File: config.mk
export PLATFORM = sky130hd
export DESIGN_NAME = unified_mem_arbiter
export DESIGN_NICKNAME = d
export VERILOG_FILES = /design/src/rtl/unified_mem_arbiter_pkg.sv /design/src/rtl/unified_mem_arbiter_pick.sv /design/src/rtl/unified_mem_arbiter.sv
export SDC_FILE = /design/constraint.sdc
export NUM_CORES = 1
export LEC_CHECK = 0
export ABC_AREA = 0
export CAP_MARGIN = 0
export CELL_PAD_IN_SITES_DETAIL_PLACEMENT = 1
export CELL_PAD_IN_SITES_GLOBAL_PLACEMENT = 1
export CORE_MARGIN = 1
export CORE_UTILIZATION = 31
export CTS_CLUSTER_SIZE = 8
export DETAILED_ROUTE_END_ITERATION = 10
export PLACE_DENSITY = 0.95
export SYNTH_ARGS = -nofsm -noshare
export SYNTH_HDL_FRONTEND = slang
export SYNTH_SLANG_ARGS = --single-unit
File: constraint.sdc
create_clock -name CLK -period 2.4 [get_ports CLK]
set_input_delay 0.72 -clock CLK [delete_from_list [all_inputs] [get_ports CLK]]
set_output_delay 0.72 -clock CLK [all_outputs]
set_load 0.02 [all_outputs]
File: src/rtl/unified_mem_arbiter_pkg.sv
// Shared types and constants for the unified IF/MEM RAM arbiter.
// Optional build macro: ARB_ROUND_ROBIN_EN.
package unified_mem_arbiter_pkg;

   typedef enum logic {
      ST_IDLE   = 1'b0,
      ST_ACCESS = 1'b1
   } state_e;

   typedef enum logic {
      OWN_IF = 1'b0,
      OWN_D  = 1'b1
   } owner_e;

   localparam logic [3:0] CTRL_WORD   = 4'b0010;
   localparam int         MEM_LAT_DEF = 2;
   localparam int         CNT_W       = 4;

endpackage

File: src/rtl/unified_mem_arbiter_pick.sv
// Combinational grant picker for the unified RAM arbiter.
// ARB_ROUND_ROBIN_EN selects alternating grants on a tie.
module mem_arb_pick
   import unified_mem_arbiter_pkg::*;
(
   input  logic   if_elig_i,
   input  logic   d_elig_i,
`ifdef ARB_ROUND_ROBIN_EN
   input  owner_e last_i,
`endif
   output logic   gnt_o,
   output owner_e owner_o
);

   always_comb begin
      gnt_o   = if_elig_i | d_elig_i;
      owner_o = OWN_D;
      if (if_elig_i && d_elig_i) begin
`ifdef ARB_ROUND_ROBIN_EN
         owner_o = (last_i == OWN_D) ? OWN_IF : OWN_D;
`else
         // older instruction (data side) goes first
         owner_o = OWN_D;
`endif
      end else if (if_elig_i) begin
         owner_o = OWN_IF;
      end
   end

endmodule

File: src/rtl/unified_mem_arbiter.sv
// Shares one fixed-latency single-port RAM between fetch and data ports.
// Build macro ARB_ROUND_ROBIN_EN enables round-robin tie breaking.
module unified_mem_arbiter
   import unified_mem_arbiter_pkg::*;
#(
   parameter int MEM_LAT = MEM_LAT_DEF,
   parameter int AW      = 8,
   parameter int DW      = 32
) (
   input  logic          CLK,
   input  logic          RST,
   input  logic          IF_REQ,
   input  logic [AW-1:0] IF_ADDR,
   output logic [DW-1:0] IF_RDATA,
   output logic          IF_DONE,
   input  logic          D_REQ,
   input  logic          D_WE,
   input  logic [AW-1:0] D_ADDR,
   input  logic [3:0]    D_CTRL,
   input  logic [DW-1:0] D_WDATA,
   output logic [DW-1:0] D_RDATA,
   output logic          D_DONE,
   output logic          RAM_EN,
   output logic          RAM_WE,
   output logic [AW-1:0] RAM_ADDR,
   output logic [3:0]    RAM_CTRL,
   output logic [DW-1:0] RAM_WDATA,
   input  logic [DW-1:0] RAM_RDATA
);

   state_e             state_q, state_d;
   owner_e             owner_q, owner_d;
   logic [CNT_W-1:0]   cnt_q, cnt_d;
   logic               ram_en_q, ram_en_d;
   logic               ram_we_q, ram_we_d;
   logic [AW-1:0]      ram_addr_q, ram_addr_d;
   logic [3:0]         ram_ctrl_q, ram_ctrl_d;
   logic [DW-1:0]      ram_wdata_q, ram_wdata_d;
   logic [DW-1:0]      if_rdata_q, if_rdata_d;
   logic [DW-1:0]      d_rdata_q, d_rdata_d;
   logic               if_done_q, if_done_d;
   logic               d_done_q, d_done_d;
   logic               gnt;
   owner_e             gnt_owner;

   // a port is blocked during its own DONE so it can drop REQ cleanly
   wire if_elig = IF_REQ & ~if_done_q;
   wire d_elig  = D_REQ & ~d_done_q;

`ifdef ARB_ROUND_ROBIN_EN
   owner_e last_q, last_d;

   mem_arb_pick u_pick (
      .if_elig_i (if_elig),
      .d_elig_i  (d_elig),
      .last_i    (last_q),
      .gnt_o     (gnt),
      .owner_o   (gnt_owner)
   );

   always_comb begin
      last_d = last_q;
      if (state_q == ST_IDLE && gnt) last_d = gnt_owner;
   end

   always_ff @(posedge CLK) begin
      if (RST) last_q <= OWN_D;
      else     last_q <= last_d;
   end
`else
   mem_arb_pick u_pick (
      .if_elig_i (if_elig),
      .d_elig_i  (d_elig),
      .gnt_o     (gnt),
      .owner_o   (gnt_owner)
   );
`endif

   always_comb begin
      state_d     = state_q;
      owner_d     = owner_q;
      cnt_d       = cnt_q;
      ram_en_d    = ram_en_q;
      ram_we_d    = ram_we_q;
      ram_addr_d  = ram_addr_q;
      ram_ctrl_d  = ram_ctrl_q;
      ram_wdata_d = ram_wdata_q;
      if_rdata_d  = if_rdata_q;
      d_rdata_d   = d_rdata_q;
      if_done_d   = 1'b0;
      d_done_d    = 1'b0;
      unique case (state_q)
         ST_IDLE: begin
            if (gnt) begin
               owner_d  = gnt_owner;
               cnt_d    = CNT_W'(MEM_LAT - 1);
               ram_en_d = 1'b1;
               state_d  = ST_ACCESS;
               if (gnt_owner == OWN_D) begin
                  ram_we_d    = D_WE;
                  ram_addr_d  = D_ADDR;
                  ram_ctrl_d  = D_CTRL;
                  ram_wdata_d = D_WDATA;
               end else begin
                  ram_we_d    = 1'b0;
                  ram_addr_d  = IF_ADDR;
                  ram_ctrl_d  = CTRL_WORD;
                  ram_wdata_d = '0;
               end
            end
         end
         ST_ACCESS: begin
            if (cnt_q == '0) begin
               ram_en_d = 1'b0;
               ram_we_d = 1'b0;
               state_d  = ST_IDLE;
               if (owner_q == OWN_D) begin
                  d_done_d = 1'b1;
                  if (!ram_we_q) d_rdata_d = RAM_RDATA;
               end else begin
                  if_done_d  = 1'b1;
                  if_rdata_d = RAM_RDATA;
               end
            end else begin
               cnt_d = cnt_q - CNT_W'(1);
            end
         end
         default: state_d = ST_IDLE;
      endcase
   end

   always_ff @(posedge CLK) begin
      if (RST) begin
         state_q     <= ST_IDLE;
         owner_q     <= OWN_D;
         cnt_q       <= '0;
         ram_en_q    <= 1'b0;
         ram_we_q    <= 1'b0;
         ram_addr_q  <= '0;
         ram_ctrl_q  <= '0;
         ram_wdata_q <= '0;
         if_rdata_q  <= '0;
         d_rdata_q   <= '0;
         if_done_q   <= 1'b0;
         d_done_q    <= 1'b0;
      end else begin
         state_q     <= state_d;
         owner_q     <= owner_d;
         cnt_q       <= cnt_d;
         ram_en_q    <= ram_en_d;
         ram_we_q    <= ram_we_d;
         ram_addr_q  <= ram_addr_d;
         ram_ctrl_q  <= ram_ctrl_d;
         ram_wdata_q <= ram_wdata_d;
         if_rdata_q  <= if_rdata_d;
         d_rdata_q   <= d_rdata_d;
         if_done_q   <= if_done_d;
         d_done_q    <= d_done_d;
      end
   end

   assign IF_RDATA  = if_rdata_q;
   assign IF_DONE   = if_done_q;
   assign D_RDATA   = d_rdata_q;
   assign D_DONE    = d_done_q;
   assign RAM_EN    = ram_en_q;
   assign RAM_WE    = ram_we_q;
   assign RAM_ADDR  = ram_addr_q;
   assign RAM_CTRL  = ram_ctrl_q;
   assign RAM_WDATA = ram_wdata_q;

endmodule

# Word level (Yosys, flattened, before mapping)
# Cells that the tools add are included.
# op_classes
add_sub_neg,1
eq_ne,3
muxes,19
n_bitwise,9
reduce_logical,8
# ops
op,n
$mux 32,1
$mux 4,3
$mux 1,10
$mux 8,1
$pmux 4 s2,1
$not 1->1,6
$pmux 1 s2,3
$reduce_and 2->1,3
$logic_not 4->1,1
$ne 2x2->1 const B,2
$reduce_and 4->1,1
$sub 4x1->4 const B,1
$reduce_and 3->1,1
$reduce_or 3->1,1
$and 1x1->1,2
$ne 2x1->1 const B,1
$logic_and 1x1->1,1
$or 1x1->1,1
# word_totals
ff_bits,118
in_bits,89
output_inout_bits,112
wordCells,52

# Longest topological paths before layout
# Gate-level depths: netlist (run 1).
# depth
ltp_word,7
depth_mapped,8
depth_no_buf,6

# Modules after synthesis
# A second synthesis (run 1) with hierarchy kept.
# unflattened
cells_unflattened,429
hier_area_um2,4600.7
# modules_own_cells
module,instances,cells_per_inst,area_each_um2,seq_area_each_um2
unified_mem_arbiter,1,427,4588.2,2362.3
mem_arb_pick,1,2,12.5,0.0

# Worst setup path before layout (run 1)
# No wires, ideal clock.
# synth_path
kind,input-to-reg
from,input port D_REQ
to,register ram_wdata_q[10] (netlist: RAM_WDATA[10])
setup_ns,0.128
arrival_time_ns,1.511
required_time_ns,2.272
path_slack_ns,0.762
cell_stages,6
n_path_buf,2
cell_sequence,nand2b_1 > a21o_1 > buf_2 > buf_2 > a22oi_1 > nor2_1
# synth_between
elab_chain_len,4
word_cells_on_any_way,6
cone_classes,mux (2); bitwise (2); reduce/logical (2)
# synth_rtl
element,line,text
from (decl),unified_mem_arbiter.sv:16,"input logic D_REQ,"
$and 1x1->1 *,unified_mem_arbiter.sv:48,wire d_elig = D_REQ & ~d_done_q;
$logic_and 1x1->1,unified_mem_arbiter_pick.sv:18,if (if_elig_i && d_elig_i) begin
$mux 1,unified_mem_arbiter_pick.sv:18,
$mux 32,unified_mem_arbiter.sv:99,if (gnt_owner == OWN_D) begin
to (signal assigned),unified_mem_arbiter.sv:154,ram_wdata_q <= ram_wdata_d;
to (decl),unified_mem_arbiter.sv:38,"logic [DW-1:0] ram_wdata_q, ram_wdata_d;"
# Mark *: on every way between the ends. The rest lies on a longest branch, timed or not.
# A chain may end at the register's enable or synchronous reset.

# Worst setup path after layout (run 1)
# layout_path
from,register ram_we_q (netlist: RAM_WE)
to,output port RAM_WE
# layout_lines
element,line,text
from (decl),unified_mem_arbiter.sv:35,"logic ram_we_q, ram_we_d;"
from (signal assigned),unified_mem_arbiter.sv:151,ram_we_q <= ram_we_d;
to (decl),unified_mem_arbiter.sv:24,"output logic RAM_WE,"
# No word-level cell between the ends.

==> results of run 1 <==
-- power by group through the flow --
| stage | clock network, mW | logic (mW) | registers [mW] |
|---|---|---|---|
| floorplan | 0 | 0.348 | 2.33 |
| global placement | 0 | 0.953 | 2.19 |
| detailed placement | 0 | 0.999 | 2.20 |
| CTS | 2.71 | 1.02 | 2.17 |
| global route | 2.82 | 1.07 | 2.18 |
| finish | 2.67 | 1.01 | 2.17 |
-- cells in the final DEF (no fill, tap or decap), types with 2 or more instances in the layout --
| cell type | count |
|---|---|
| nand3b_1 | 4 |
| a31oi_1 | 2 |
| nand2b_1 | 2 |
| clkbuf_8 | 2 |
| a22oi_1 | 35 |
| inv_1 | 2 |
| o221ai_1 | 7 |
| a21o_1 | 2 |
| nand2_1 | 139 |
| buf_4 | 9 |
| clkbuf_16 | 17 |
| buf_12 | 3 |
| nor3_1 | 2 |
| bufinv_16 | 4 |
| dfxtp_1 | 118 |
| clkdlybuf4s50_1 | 199 |
| clkinv_2 | 4 |
| a21oi_1 | 74 |
| nor2_1 | 44 |
| ha_1 | 2 |
| clkbuf_1 | 4 |
-- sequential cells by signal, indices dropped and copies added (netlist names) --
| signal | flops |
|---|---|
| RAM_ADDR | 8 |
| RAM_WDATA | 32 |
| IF_RDATA | 32 |
| cnt_q | 4 |
| RAM_EN | 1 |
| D_RDATA | 32 |
| owner_q | 1 |
| state_q | 1 |
| D_DONE | 1 |
| RAM_CTRL | 4 |
| RAM_WE | 1 |
| IF_DONE | 1 |
-- final timing paths --
path                 from            to
max                RAM_WE        RAM_WE
max reg2reg      cnt_q[0]  IF_RDATA[20]
min reg2reg  IF_RDATA[31]  IF_RDATA[31]
min          IF_RDATA[31]  IF_RDATA[31]
-- cell type report --
class                           count  area, um^2
Timing Repair Buffer              211        2120
Clock buffer                       23         468
Fill cell                        1477        6220
Multi-Input combinational cell    329        1640
Clock inverter                      9         149
Sequential cell                   118        2360
Tap cell                          176         220
Inverter                            2        7.51
-- routing by layer --
| metal | routed length (um) | track usage (%) | part of all wire [%] |
|---|---|---|---|
| met1 | 6360 | 24.4 | 40 |
| met2 | 8120 | 42.4 | 51 |
| met3 | 1170 | 7.92 | 7.4 |
| met4 | 311 | 9.78 | 1.9 |
| met5 | 0 | 0 | 0 |
-- kinds of logic after synthesis --
| logic type | count (synthesis) | share of synthesized area, % |
|---|---|---|
| AND/OR/NAND/NOR | 200 | 19.7 |
| AO/OA/AOI/OAI | 126 | 18.3 |
| flip-flops | 118 | 56.4 |
| buffers and inverters | 41 | 4.81 |
| adder cells (fa/ha/maj) | 2 | 0.597 |
| multiplexers | 1 | 0.239 |
-- per-stage QoR --
| step | hold slack (ns) | utilization (%) | instance area, um^2 |
|---|---|---|---|
| 2_1_floorplan | 0.468 | - | 4190 |
| 6_report | 0.456 | 52.8 | 6970 |
| 5_1_grt | 0.475 | 52.8 | 6970 |
| 4_1_cts | 0.456 | 52.8 | 6970 |
| 3_3_place_gp | 0.441 | 48.2 | 6350 |
| 3_5_place_dp | 0.449 | 48.2 | 6350 |
-- synthesized netlist by cell type --
library cell	n	share of area, %
a21boi_0	1	0.18
nor2_2	1	0.15
nor3b_2	1	0.30
o311ai_0	1	0.21
inv_1	2	0.18
nand3b_1	4	0.72
ha_1	2	0.60
nand2b_1	2	0.30
nand4bb_4	1	0.66
a21oi_1	74	8.8
a21o_1	2	0.36
nor3b_1	1	0.18
a31oi_1	2	0.30
clkbuf_1	16	1.4
buf_2	20	2.4
dfxtp_1	118	56
nor2_1	45	4.0
or3b_1	1	0.21
nor2b_1	1	0.15
o21ai_0	1	0.12
o221ai_1	7	1.5
nor3_1	2	0.24
or2_2	1	0.15
buf_6	3	0.81
o41ai_1	1	0.21
a22oi_1	35	6.3
nor4_1	1	0.15
nand2_1	139	12
a32oi_1	1	0.21
mux2i_1	1	0.24
a211oi_1	1	0.18
==> summary.md, run 1 <==
| Metric | Value |
|---|---|
| CP Launch Type | register |
| CP arrival | 1.49 ns |
| Drt first pass iters | 4 |
| Fmax achieved | 0.453 GHz |
| Clock buffer depth | 2 |
| Core Area | 13,200 um^2 |
| Final Worst Setup Slack | around 0.19 ns |
| Kind of critical path | register to output pin |
| Maximum vdd drop | 0.390 mV |
| Initial detailed-routing violation count | 253 |
| Via density | 4.96 |
| Seq cells post-synth | 118 |
| Final Non-Filler Cells | 868 |
| Internal power | 4.34 mW |
| Final hold violations | 0 |
| Post-detail-place hpwl | about 11 mm |
| Worst-Skew Late Latency | 0.41 ns |
| Setup bufs post-CTS | 0 |
| WL/cell | 18.4 um |
| Status | completed |
| Final worst-path cycle share | 92.0% |
| Slowest CP cell | clkdlybuf4s50_1 |
| Max Slew Vio Count | 0 |
| Routed vias | approximately 4,300 |
| R2r worst-path depth | 6 |
| CP required | 1.68 ns |
| Hold buffer count at cts | 0 |
| Least-Margin Pin Slew | 0.738 ns |
| CTS tree | yes |
| Hold Crit Depth | 2 |
| Final WL | 16.0 mm |
| Share of post-route cells with drive strength above 1 | 6.50% |
| Slew headroom | 50.8% |
| Worst min-delay path class | register to register |
| Crit path cell chain | clkdlybuf4s50_1 |
| Clock group share of total power | a little under half |
| Lkg Pwr | 2.49 nW |
| Setup Slack @ Placement | 0.117 ns |
| Clock Tree Root | clkbuf_16 |
| Reg power frac | between 30% and 40% |
| Net Switching | 1.51 mW |
| First-pass GRT wire length | approximately 25 mm |
| Buf/Inv on CP | 1 |
| Chip Height | 118 um |
| Seq/Total Area, Yosys | ~56% |
| Top delay family on crit path | buffers and inverters |
| Area growth, synth to finish | 66.2% |
| Max FO, Critical Path | 4 |
| Crit path largest cell delay | between 0.6 and 0.7 ns |
| TritonCTS Buffers | 17 |
| Placed cells | 836 |
| Finish-stage setup viols | 0 |
| Comb pwr share | 17.3% |
| Switching fraction of total power | 25.8% |
| IO buf count | 200 |
| Clock skew | 0.00572 ns |
| Die X | around 120 um |
| Remaining routing DRC violations | 0 |
| Final min period | between 2 and 2.5 ns |
| Yosys warning total | 0 |
| Die Footprint | 14,000 um^2 |
| H-tree depth | 4 |
| Pwr dens | 839 nW/um^2 |
| Total GRT Usage | 23.3% |
| Initial core utilization | 31.8% |
| Cells after Synth | 488 |
| CTS Sinks | roughly 120 |
| Setup TNS | 0 ns |
| Largest net degree at the start of global routing | 59 |
| Nets | 770 |
| Vias in the first global route | 4,668 |
| Yosys cell types | 31 |
| Setup crit end kind | output pin |
| Mapped cell area | around 4200 um^2 |
| Rows | 42 |
| Ant. Diodes | 0 |
| Routed Antenna Nets | 0 |
| Pwr Total | a little under 6 mW |
| Max-Cap Viols | 0 |
| I/O pins | 201 |
| Post-synth net total | 579 |
| Initial antenna violation count | 0 |
| Unrepaired setup endpoints after global routing | no |
| Critical path depth | 1 |
| Avg Inst Size Synth | 8.59 um^2 |
| Reg clk slew, reported paths | 0.05 ns |
| Grt ovf | 0 |
| Resize count post-CTS | 0 |
| FF-to-FF setup slack | roughly 0.45 ns |
| Routability cong. | 0.781 |
Note: power is estimated with default switching activity, not from simulation.
==> inputs of run 2 (changes only) <==
CORE_ASPECT_RATIO = 0.7   (was default)
CORE_UTILIZATION = 34   (was 31)
SYNTH_HIERARCHICAL = 1   (was default)
==> run 2 against run 1 <==
Against the previous run:
- critical path depth is the same
- sequential cell count is the same
- total power grew 1.1%
- maximum frequency grew 4.1%
- global-route usage shrank 3.3 points
- non-clock buffer count is the same
- largest power group unchanged
- highest routed layer unchanged
==> summary.md, run 2 <==
| Metric | Value |
|---|---|
| Cells after Synth | approximately 430 |
| Share of post-route cells with drive strength above 1 | 7.97% |
| Final WL | 13.8 mm |
| Setup Slack @ Placement | -0.0170 ns |
| Cell with the most instances after synthesis | dfxtp_1 |
| Post-detail-place hpwl | 9.83 mm |
| Max FO, Critical Path | 3 |
| CP arrival | around 1.4 ns |
| Synth top area share | 51.3% |
| Mux cell area share after synthesis | 15.9% |
| Area growth, synth to finish | 61.6% |
| Most frequent cells in the layout | 199 x clkdlybuf4s50_1, 118 x dfxtp_1, 98 x nand2b_1, 72 x mux2i_1, 27 x a22o_1 |
| Net Switching | 1.48 mW |
| Resize count post-CTS | 0 |
| CTS tree | yes |
| Die Footprint | 14,000 um^2 |
| Yosys cell types | 34 |
| EDFF count, synth | 0 |
| Top delay family on crit path | buffers and inverters |
| Avg Inst Size Synth | 10.7 um^2 |
| Setup crit end kind | output pin |
| Simple-gate share of the synthesized area | roughly a fifth |
| Lkg Pwr | 2.91 nW |
| Routed vias | approximately 3,900 |
| Clock group share of total power | 45.7% |
| Slowest CP cell | clkdlybuf4s50_1 |
| Commonest non-fill, non-tap cell in the layout | clkdlybuf4s50_1 |
| CP required | around 1.7 ns |
| Seq cells post-synth | 118 |
| Remaining routing DRC violations | 0 |
| CTS Sinks | approximately 120 |
| Post-Synth XOR/XNOR Area | 0% |
| Final Worst Setup Slack | 0.279 ns |
| Clock Tree Root | clkbuf_16 |
| Clock buffer depth | 2 |
| Post-synth top flop | dfxtp_1 |
| Crit path cell chain | clkdlybuf4s50_1 |
| First-pass GRT wire length | 21.9 mm |
| Largest family of logic cells by synthesized area | simple AND/OR/NAND/NOR gates |
| H-tree depth | 4 |
| IO buf count | 200 |
| Routed Antenna Nets | 0 |
| Clock skew | 0.00897 ns |
| I/O pins | 201 |
| Worst min-delay path class | register to register |
| Ant. Diodes | 0 |
| Comb pwr share | 17.3% |
| Area leader, netlist | dfxtp_1 |
| Pwr dens | about 800 nW/um^2 |
| Fmax achieved | 0.472 GHz |
| Initial detailed-routing violation count | 90 |
| Setup bufs post-CTS | 0 |
| Largest net degree at the start of global routing | 88 |
| Kind of critical path | register to output pin |
| TritonCTS Buffers | 17 |
| Max-Cap Viols | 0 |
| Initial core utilization | 34.9% |
| Core Area | between 10,000 and 15,000 um^2 |
| Slew headroom | between 50% and 60% |
| Initial antenna violation count | 0 |
| Final min period | about 2.1 ns |
| Chip Height | 99.3 um |
| Synth top area cells | dfxtp_1 51%, mux2i_1 16%, nand2b_1 13% |
| CP Launch Type | register |
| Hold buffer count at cts | 0 |
| Drt first pass iters | 7 |
| Finish-stage setup viols | 0 |
| Final worst-path cycle share | 88.4% |
| Final Util | 56.4% |
| Routability cong. | 0.743 |
| Status | completed |
| Adder-cell share of the synthesized area | 0.544% |
| Vias in the first global route | between 4,000 and 5,000 |
| Switching fraction of total power | 25.1% |
| Synth Area in Compound Gates | under 10% |
| Via density | about 4.7 |
| Rows | 35 |
| Unrepaired setup endpoints after global routing | no |
| Die X | 141 um |
| Max Slew Vio Count | 0 |
| Internal power | between 4 and 5 mW |
| Crit path largest cell delay | between 0.6 and 0.7 ns |
| Maximum vdd drop | 0.393 mV |
| Grt ovf | 0 |
| Design Area, Final | 7430 um^2 |
| Reg power frac | 37.0% |
| Total GRT Usage | ~20% |
| Least-Margin Pin Slew | 0.629 ns |
| Final hold violations | 0 |
| Mapped cell area | approximately 4600 um^2 |
| Post-synth net total | 520 |
| WL/cell | 16.7 um |
| Buf/Inv on CP | 1 |
| Yosys warning total | 6 |
| Most frequent cells after synthesis | 118 x dfxtp_1, 98 x nand2b_1, 72 x mux2i_1 |
| Worst-Skew Late Latency | roughly 0.40 ns |
| Seq/Total Area, Yosys | 51.3% |
| Reg clk slew, reported paths | 0.05 ns |
| Pwr Total | about 5.9 mW |
| Nets | 718 |
| Instance area after placement | 6800 um^2 |
| Ys async rst share | 0% |
==> run 2: cell types whose count changed after synthesis, sizes merged, moves of 3 or more <==
cell	delta
a211oi	+7
nand3b	-3
nand2b	+96
nand3	+9
buf	-6
nor2	-33
a22oi	-35
nand2	-126
a22o	+27
mux2i	+71
o221ai	-7
a21oi	-64
==> run 2: power by group through the flow <==
stage | logic [mW] | clock network (mW) | registers [mW]
finish | 1.02 | 2.70 | 2.19
global route | 1.08 | 2.86 | 2.20
CTS | 1.03 | 2.76 | 2.19
detailed placement | 1.02 | 0 | 2.22
global placement | 0.987 | 0 | 2.21
floorplan | 0.369 | 0 | 2.36
==> run 2: metal layers <==
metal  vias to the layer above  track usage (%)  routed length (um)
met5                         -                0                   0
met4                         0             5.02                  80
met3                         7             6.36                 844
met2                       126             36.4                6860
met1                      1854             22.8                6000
li1                       1864                -                   -
==> run 2: layout make-up <==
type / count / area [um^2]
fill: 1401 / 5750
timing repair buffer: 211 / 2130
sequential: 118 / 2360
tap: 185 / 231
multi-input combinational: 275 / 2060
clock buffer: 20 / 457
clock inverter: 12 / 176
inverter: 4 / 15.0
==> run 2: per-stage QoR <==
step / cells / setup TNS [ns] / hold WS, ns
2_1_floorplan: 429 / 0 / 0.449
3_3_place_gp: 793 / 0 / 0.441
3_5_place_dp: 793 / -0.0170 / 0.455
4_1_cts: 825 / 0 / 0.461
5_1_grt: 825 / 0 / 0.492
6_report: 825 / 0 / 0.456
==> run 2: worst paths after layout <==
kind	from	end	slack [ns]	depth (start not counted)
worst max-delay path	RAM_WE	RAM_WE	0.28	1
worst min-delay path	RAM_WDATA[2]	RAM_WDATA[2]	0.46	2
worst max register to register	cnt_q[0]	D_RDATA[5]	0.33	6
worst min register to register	RAM_WDATA[2]	RAM_WDATA[2]	0.46	2
==> run 2: logic make-up after synthesis <==
group | Yosys count
compound gates | 52
fa+ha+maj | 2
buf+inv | 36
flops | 118
mux | 73
simple gates | 148
